## config.mk

```make
export PLATFORM = sky130hd
export DESIGN_NAME = tcdm_req_shim
export DESIGN_NICKNAME = d
export VERILOG_FILES = /design/src/rtl/tcdm_req_shim.sv
export SDC_FILE = /design/constraint.sdc
export NUM_CORES = 1
export LEC_CHECK = 0
export BUFFER_PORTS_ARGS = -buffer_cell sky130_fd_sc_hd__buf_2
export CORE_UTILIZATION = 55
export DETAILED_ROUTE_END_ITERATION = 12
export PLACE_DENSITY = 0.82
export SETUP_SLACK_MARGIN = 0.05
export SLEW_MARGIN = 20
export SYNTH_ARGS = -nofsm -noshare
export SYNTH_HDL_FRONTEND = slang
export SYNTH_SLANG_ARGS = --single-unit
export TNS_END_PERCENT = 30
```

## constraint.sdc

```tcl
create_clock -name clk_i -period 6.1 [get_ports clk_i]
set_clock_uncertainty 0.15 [all_clocks]
set_input_delay 0.61 -clock clk_i [delete_from_list [all_inputs] [get_ports clk_i]]
set_output_delay 0.61 -clock clk_i [all_outputs]
set_load 0.005 [all_outputs]
```

## src/rtl/tcdm_req_shim.sv

```systemverilog
// Per-master request/response shim in front of the TCDM interconnect: holds requests until granted,
// limits outstanding credits and buffers responses. Optional stall statistics via TCDM_SHIM_STATS_EN.
module tcdm_req_shim #(
  parameter int unsigned AddrWidth      = 5,
  parameter int unsigned DataWidth      = 32,
  parameter int unsigned MaxOutstanding = 4,
  parameter bit          WriteRespOn    = 1'b1
) (
  input  logic                 clk_i,
  input  logic                 rst_i,
  input  logic                 req_valid_i,
  output logic                 req_ready_o,
  input  logic [AddrWidth-1:0] req_add_i,
  input  logic                 req_wen_i,
  input  logic [DataWidth-1:0] req_wdata_i,
  output logic                 resp_valid_o,
  input  logic                 resp_ready_i,
  output logic [DataWidth-1:0] resp_rdata_o,
  output logic                 req_o,
  output logic [AddrWidth-1:0] add_o,
  output logic                 wen_o,
  output logic [DataWidth-1:0] wdata_o,
  input  logic                 gnt_i,
  input  logic                 vld_i,
`ifdef TCDM_SHIM_STATS_EN
  output logic [15:0]          stall_cnt_o,
`endif
  input  logic [DataWidth-1:0] rdata_i
);

  localparam int unsigned PtrW = $clog2(MaxOutstanding);
  localparam int unsigned CntW = PtrW + 1;
  localparam logic [CntW-1:0] MaxCnt = CntW'(MaxOutstanding);

  logic                 pend_q, pend_d;
  logic [AddrWidth-1:0] add_q, add_d;
  logic                 wen_q, wen_d;
  logic [DataWidth-1:0] wdata_q, wdata_d;
  logic [CntW-1:0]      cnt_q, cnt_d;
  logic [CntW-1:0]      fifo_cnt_q, fifo_cnt_d;
  logic [PtrW-1:0]      wptr_q, wptr_d;
  logic [PtrW-1:0]      rptr_q, rptr_d;
  logic [DataWidth-1:0] last_q, last_d;
  logic [DataWidth-1:0] mem_q [MaxOutstanding];
  logic [DataWidth-1:0] mem_d [MaxOutstanding];

  logic granted, load, inc, dec, push, pop, fifo_full;

  assign req_o        = pend_q & (cnt_q < MaxCnt);
  assign granted      = req_o & gnt_i;
  assign req_ready_o  = ~pend_q | granted;
  assign load         = req_valid_i & req_ready_o;
  assign add_o        = add_q;
  assign wen_o        = wen_q;
  assign wdata_o      = wdata_q;
  assign resp_valid_o = (fifo_cnt_q != '0);
  assign fifo_full    = (fifo_cnt_q == MaxCnt);
  assign pop          = resp_valid_o & resp_ready_i;
  // An overflowing push is a protocol error; dropping it keeps the FIFO count bounded.
  assign push         = vld_i & (~fifo_full | pop);
  assign inc          = granted & (~wen_q | WriteRespOn);
  assign dec          = pop & (cnt_q != '0);
  assign resp_rdata_o = resp_valid_o ? mem_q[rptr_q] : last_q;

  always_comb begin
    pend_d     = pend_q;
    add_d      = add_q;
    wen_d      = wen_q;
    wdata_d    = wdata_q;
    cnt_d      = cnt_q;
    fifo_cnt_d = fifo_cnt_q;
    wptr_d     = wptr_q;
    rptr_d     = rptr_q;
    last_d     = last_q;
    mem_d      = mem_q;

    if (load) begin
      pend_d  = 1'b1;
      add_d   = req_add_i;
      wen_d   = req_wen_i;
      wdata_d = req_wdata_i;
    end else if (granted) begin
      pend_d = 1'b0;
    end

    case ({inc, dec})
      2'b10:   cnt_d = cnt_q + CntW'(1);
      2'b01:   cnt_d = cnt_q - CntW'(1);
      default: cnt_d = cnt_q;
    endcase

    case ({push, pop})
      2'b10:   fifo_cnt_d = fifo_cnt_q + CntW'(1);
      2'b01:   fifo_cnt_d = fifo_cnt_q - CntW'(1);
      default: fifo_cnt_d = fifo_cnt_q;
    endcase

    if (push) begin
      mem_d[wptr_q] = rdata_i;
      wptr_d        = wptr_q + PtrW'(1);
    end
    if (pop) begin
      last_d = mem_q[rptr_q];
      rptr_d = rptr_q + PtrW'(1);
    end
  end

  always_ff @(posedge clk_i) begin
    if (rst_i) begin
      pend_q     <= 1'b0;
      add_q      <= '0;
      wen_q      <= 1'b0;
      wdata_q    <= '0;
      cnt_q      <= '0;
      fifo_cnt_q <= '0;
      wptr_q     <= '0;
      rptr_q     <= '0;
      last_q     <= '0;
      for (int i = 0; i < int'(MaxOutstanding); i++) mem_q[i] <= '0;
    end else begin
      pend_q     <= pend_d;
      add_q      <= add_d;
      wen_q      <= wen_d;
      wdata_q    <= wdata_d;
      cnt_q      <= cnt_d;
      fifo_cnt_q <= fifo_cnt_d;
      wptr_q     <= wptr_d;
      rptr_q     <= rptr_d;
      last_q     <= last_d;
      mem_q      <= mem_d;
    end
  end

`ifdef TCDM_SHIM_STATS_EN
  logic [15:0] stall_cnt_q, stall_cnt_d;

  always_comb begin
    stall_cnt_d = stall_cnt_q;
    if (req_o && !gnt_i && (stall_cnt_q != 16'hFFFF)) stall_cnt_d = stall_cnt_q + 16'd1;
  end

  always_ff @(posedge clk_i) begin
    if (rst_i) stall_cnt_q <= '0;
    else       stall_cnt_q <= stall_cnt_d;
  end

  assign stall_cnt_o = stall_cnt_q;
`endif

  fifo_overflow_a: assert property (@(posedge clk_i) disable iff (rst_i) !(vld_i && fifo_full && !pop));

endmodule

```

==> results.ini, run 1 <==
[floorplan]
rows=45
pin_count=149
core_area_mm2=0.0153
initial_utilization_pct=56.4
die_area_mm2=0.0161
die_w_um=127
fp.dieH_um=127

[synth]
synth-seq-cells=209
yosys-top-cells-count=nand2_1 (261), dfxtp_1 (209), a21oi_1 (134)
yosysTopAreaCell=dfxtp_1
avgSynthCellArea_um2=9.51
synth.lib_cells_used.distinct=29
async_flop_share_pct=0
synthesis.area_mm2=0.00860
yosysSeqAreaShare_pct=48.6
ys_top_cells_by_area=dfxtp_1 (49%), nand2_1 (11%), mux4_2 (8.4%)
synthFlopType=dfxtp_1
syn-num-nets=989
synth_most_common_cell=nand2_1
yosys_warnings=0
synth_top_area_share_pct=48.6
synth_edf_count=0
syn_inst=905

[placement]
dpl.cell_count=1196
preCtsSetupSlack_ns=2.99
post-dp-hpwl_um=11900
place.gp.congestion=0.767
io_buffers=148
detailed_place.area_mm2=0.00920

[grt]
grt_pass1_vias=6650
overflow=0
grt_pass1_wl_um=32600
antenna_found_initial=1
track_usage_pct=25.1
grt_max_degree=101

[timing]
fin_ws_ns=2.66
grt_setup_unrepaired=no
slew_viol_final=0
fin_hold_ws_ns=0.203
setup_tns_ns=0
min_period_ns=3.44
max_slew.worst_pin.slew_ns=1.07
finalSetupViolCount=0
fmax_ghz=0.291
finalHoldViolCount=0
relSlewSlack_pct=28.3
period_share_pct=56.4

[power_and_ir_drop]
seqPwrFrac_pct=44.2
ir_drop_v=0.000236
clkPwrFrac_pct=34.4
p_comb_share_pct=21.4
swShare_pct=28.7
p_leak_nw=3.96
p_int_mw=2.50
powerDensity_mw_per_mm2=355
switching_power_mw=1.00
report.power.total_mw=3.50

[drt]
via_per_inst=5.48
avgRoutedWirePerCell_um=16.5
drc=0
drt_wl_total_um=20400
dr_total_vias=6746
drt_iter0_drc=564
drtPass1Iterations=6
ant_nets=0

[final_layout]
syn_to_final_growth_pct=14.4
post-route-util_pct=64.5
final_cells=1232
fin_nets=1092
stdcell_area_mm2=0.00985
drive_above_1_share_pct=25.5

[critical_path]
cp-end-kind=output port
worstPathMaxFanout=18
worstPathRequired_ns=5.34
critPathMaxStageDelay_ns=0.73
critPathSlowestCell=dfxtp_2
cp_cell_sequence=buf_4 -> mux4_2 -> mux2_2 -> buf_2
start_kind=register
worstSetupPathType=register to output port
crit_arrival_ns=2.68

[min_path]
hold_path_class=input port to register

[clock_network]
cts_setup_buffers=0
htreeDepth=1
clk_pin_slew_ns=0.06
root_buffer=clkbuf_16
clockBufferDepth=3
cts.sinks=209
tritoncts=built
clkLatencyLatePin_ns=0.49
cts_hold_buffers=0
cts_resized=0
cts_inserted_buffers=21

[outcome]
status=complete, no violations

[job]
drv_cap=0

-- kinds of logic (layout without fill, tap and decap cells) --
| kind of cell | after synthesis | in the layout | synth area share [%] |
|---|---|---|---|
| AOI/OAI and AO/OA | 170 | 170 | 11.4 |
| xor gates and xnor gates | 7 | 7 | 0.713 |
| adders and majority gates | 8 | 8 | 1.34 |
| buffers and inverters | 81 | 195 | 5.77 |
| DFF | 209 | 209 | 48.6 |
| muxes | 102 | 102 | 17.0 |
| other | 0 | 2 | 0 |
| and+or+nand+nor | 328 | 328 | 15.2 |
-- sequential cells by signal, indices dropped and copies added, names as in the netlist --
| register | count |
|---|---|
| add_o | 5 |
| cnt_q | 3 |
| fifo_cnt_q | 3 |
| last_q | 32 |
| mem_q | 128 |
| pend_q | 1 |
| rptr_q | 2 |
| wdata_o | 32 |
| wen_o | 1 |
| wptr_q | 2 |
-- power by group through the flow --
stage	combinational, mW	clock, mW	sequential (mW)
after global placement	0.732	0	1.57
after floorplan	0.594	0	1.53
final	0.748	1.20	1.55
after detailed placement	0.749	0	1.58
after CTS	0.752	1.22	1.55
after global routing	0.814	1.28	1.56
-- critical path, delay by kind of cell (launching register included) --
family / cells / cell delay, ns
buffers and inverters: 2 / 0.60
flip-flops: 1 / 0.73
multiplexers: 2 / 0.86
-- placed cells by master (no fill, tap or decap), drive strengths merged, types with 2 or more instances in the layout --
| cell type | n |
|---|---|
| nand2 | 261 |
| dfxtp | 209 |
| buf | 152 |
| a21oi | 135 |
| nor2 | 50 |
| mux2i | 38 |
| mux4 | 32 |
| mux2 | 32 |
| a22o | 32 |
| clkbuf | 31 |
| inv | 9 |
| xor2 | 6 |
| ha | 6 |
| nand3 | 6 |
| and3 | 4 |
| clkinv | 3 |
| or3 | 3 |
| diode | 2 |
| o21ai | 2 |
| fa | 2 |
-- worst paths after layout --
kind,depth (start not counted),start,end,slack [ns]
setup / recovery,4,rptr_q[0]$_SDFFE_PP0P_,resp_rdata_o[31],2.66
hold / removal,3,req_valid_i,pend_q$_SDFFE_PP0P_,0.20
setup reg to reg,9,fifo_cnt_q[0]$_SDFFE_PP0P_,cnt_q[2]$_SDFFE_PP0P_,3.02
hold reg to reg,2,mem_q[7]$_SDFFE_PP0P_,mem_q[7]$_SDFFE_PP0P_,0.30
-- area by class of cell --
class	count	area, um^2
tap	211	264
multi-input combinational	615	3950
sequential	209	4190
clock buffer	31	623
inverter	9	33.8
fill	1245	5410
clock inverter	3	15.0
antenna	2	5.00
timing repair buffer	152	773
-- per-layer routing --
metal	vias up	track usage [%]	wire [um]
met5	-	0	0
met4	0	7.07	268
met3	27	5.61	1390
met2	207	44.3	10000
met1	3243	30.8	8660
li1	3269	-	-
Note: power is estimated with default switching activity, not from simulation.
==> run 2, diff against run 1 <==
==> constraint.sdc (replaced) <==
create_clock -name clk_i -period 3.4 [get_ports clk_i]
set_clock_uncertainty 0.15 [all_clocks]
set_input_delay 0.34 -clock clk_i [delete_from_list [all_inputs] [get_ports clk_i]]
set_output_delay 0.34 -clock clk_i [all_outputs]
set_load 0.005 [all_outputs]
==> results.ini, run 2 (same netlist as run 1, synthesis figures left out) <==
[critical_path]
r2r_start=fifo_cnt_q[0]$_SDFFE_PP0P_  ; unchanged
rr_worst_depth=8  ; was 9
worstPathRequired_ns=2.91  ; was 5.34 ns
worstPathMaxFanout=23  ; was 18
r2r_end=fifo_cnt_q[2]$_SDFFE_PP0P_  ; was cnt_q[2]$_SDFFE_PP0P_
cp_cell_sequence=buf_12 -> mux4_2 -> mux2_2 -> buf_2  ; was buf_4 -> mux4_2 -> mux2_2 -> buf_2
crit_arrival_ns=2.37  ; was 2.68 ns
cp-end-kind=output port  ; unchanged
critPathMaxStageDelay_ns=0.61  ; was 0.73 ns
r2r_slack_ns=0.63  ; was 3.02 ns
start_kind=register  ; unchanged
worstSetupPathType=register to output port  ; unchanged
critPathSlowestCell=dfxtp_2  ; unchanged

[power_and_ir_drop]
ir_drop_v=0.000495  ; was 0.000236 V
p_leak_nw=4.36  ; was 3.96 nW
powerDensity_mw_per_mm2=636  ; was 355 mW/mm^2

[min_path]
min_path_cells=3  ; unchanged
min_to=wptr_q[1]$_SDFFE_PP0P_  ; was pend_q$_SDFFE_PP0P_
hold_path_class=input port to register  ; unchanged
min_from=vld_i  ; was req_valid_i

[grt]
grt_pass1_vias=7311  ; was 6650
track_usage_pct=27.6  ; was 25.1%
antenna_found_initial=0  ; was 1
grt_max_degree=87  ; was 101
grt_pass1_wl_um=35900  ; was 32600 um
overflow=0  ; unchanged

[timing]
finalSetupViolCount=0  ; unchanged
min_period_ns=2.86
max_slew.worst_pin.slew_ns=0.888  ; was 1.07 ns
finalHoldViolCount=0  ; unchanged
fin_ws_ns=0.539  ; was 2.66 ns
setup_tns_ns=0  ; unchanged
fmax_ghz=0.350
slew_viol_final=0  ; unchanged
grt_setup_unrepaired=no  ; unchanged
relSlewSlack_pct=40.8  ; was 28.3%
period_share_pct=84.2

[clock_network]
htreeDepth=1  ; unchanged
clockBufferDepth=3  ; unchanged
clk_pin_slew_ns=0.06  ; about the same
root_buffer=clkbuf_16  ; unchanged
clkLatencyLatePin_ns=0.50  ; was 0.49 ns
cts_inserted_buffers=22  ; was 21
tritoncts=built  ; unchanged
cts.sinks=209  ; unchanged

[final_layout]
top_register=mem_q  ; unchanged
drive_above_1_share_pct=24.5  ; was 25.5%
syn_to_final_growth_pct=25.2  ; was 14.4%
layout_commonest_cell=nand2_1  ; unchanged
final_cell_mix=nand2_1 (261), dfxtp_1 (207), buf_2 (147), a21oi_1 (134), dlygate4sd3_1 (71)  ; was nand2_1 (261), dfxtp_1 (207), buf_2 (147), a21oi_1 (134), nor2_1 (49)
post-route-util_pct=70.6  ; was 64.5%
largest_reg_flops=128  ; unchanged
fin_nets=1169  ; was 1092

[placement]
post-dp-hpwl_um=11900  ; about the same
io_buffers=148  ; unchanged
place.gp.congestion=0.761  ; was 0.767
preCtsSetupSlack_ns=0.557  ; was 2.99 ns

[drt]
ant_nets=0  ; unchanged
via_per_inst=5.42  ; was 5.48
drc=0  ; unchanged
dr_total_vias=7113  ; was 6746
avgRoutedWirePerCell_um=16.8  ; was 16.5 um
drt_iter0_drc=515  ; was 564
drt_wl_total_um=22000  ; was 20400 um
drtPass1Iterations=5  ; was 6

[job]
drv_cap=0  ; unchanged

[floorplan]
rows=45  ; unchanged
initial_utilization_pct=56.4  ; unchanged
die_w_um=127  ; unchanged
fp.dieH_um=127  ; unchanged
die_area_mm2=0.0161  ; unchanged
core_area_mm2=0.0153  ; unchanged
pin_count=149  ; unchanged

[outcome]
status=complete, no violations  ; unchanged

-- run 2: cell count changes in the layout (fill, tap and decap cells not counted), moves of 2 or more --
cell,before,now
buf_4,5,9
clkbuf_16,21,23
dlygate4sd3_1,0,71
bufinv_16,0,4
-- run 2: area by class of cell --
class	count	area (um^2)
fill	1107	4490
timing repair buffer	228	1530
clock inverter	6	130
clock buffer	33	673
multi-input combinational	615	3950
inverter	9	33.8
tap	211	264
antenna	1	2.50
sequential	209	4190
-- run 2: report_power, final --
group          switching (mW)  leakage, nW  internal (mW)
combinational           0.791         2.26          0.681
sequential              0.132         1.70           2.62
clock                   0.965        0.396           1.67
total                    1.89         4.36           4.97
-- run 2: how the worst max path moves through the flow --
stage                                from                    endpoint  slack, ns  cells after the start
2_1_floorplan  fifo_cnt_q[0]$_SDFFE_PP0P_  fifo_cnt_q[2]$_SDFFE_PP0P_       0.91                      9
3_3_place_gp                 resp_ready_i  fifo_cnt_q[2]$_SDFFE_PP0P_       0.62                      9
5_1_grt            rptr_q[0]$_SDFFE_PP0P_             resp_rdata_o[7]       0.42                      4
3_5_place_dp                 resp_ready_i  fifo_cnt_q[2]$_SDFFE_PP0P_       0.56                      9
4_1_cts            rptr_q[0]$_SDFFE_PP0P_             resp_rdata_o[7]       0.48                      4
6_report           rptr_q[0]$_SDFFE_PP0P_             resp_rdata_o[7]       0.54                      4
-- run 2: worst max-delay path, delay by kind of cell (launching register included) --
kind / cells / cell delay [ns]
buf+inv: 2 / 0.42
mux: 2 / 0.84
flops: 1 / 0.61
-- run 2: metrics by stage --
stage          total power, mW  instances  hold slack [ns]  area (um^2)
2_1_floorplan             3.80        905            0.283         8600
3_3_place_gp              4.16       1201            0.288         9250
3_5_place_dp              4.20       1201            0.294         9250
4_1_cts                   6.87       1311           0.0752        10800
5_1_grt                   7.14       1311            0.101        10800
6_report                  6.85       1312           0.0878        10800
-- run 2: repair_timing --
action                                 4_1_cts  5_1_grt
endpoints found under the hold margin      165        0
hold buffers                                71        0
gates resized for setup                      0        0
setup buffers                                0        0
setup endpoints to repair                    0        0
-- run 2: metal layers --
metal / routed length (um) / vias to the layer above / part of all wire, % / GRT usage [%]
met5: 0 / - / 0 / 0
met4: 422 / 0 / 1.9 / 8.68
met3: 1430 / 47 / 6.5 / 5.65
met2: 11200 / 245 / 51 / 50.6
met1: 8950 / 3406 / 41 / 32.2
li1: - / 3415 / - / -
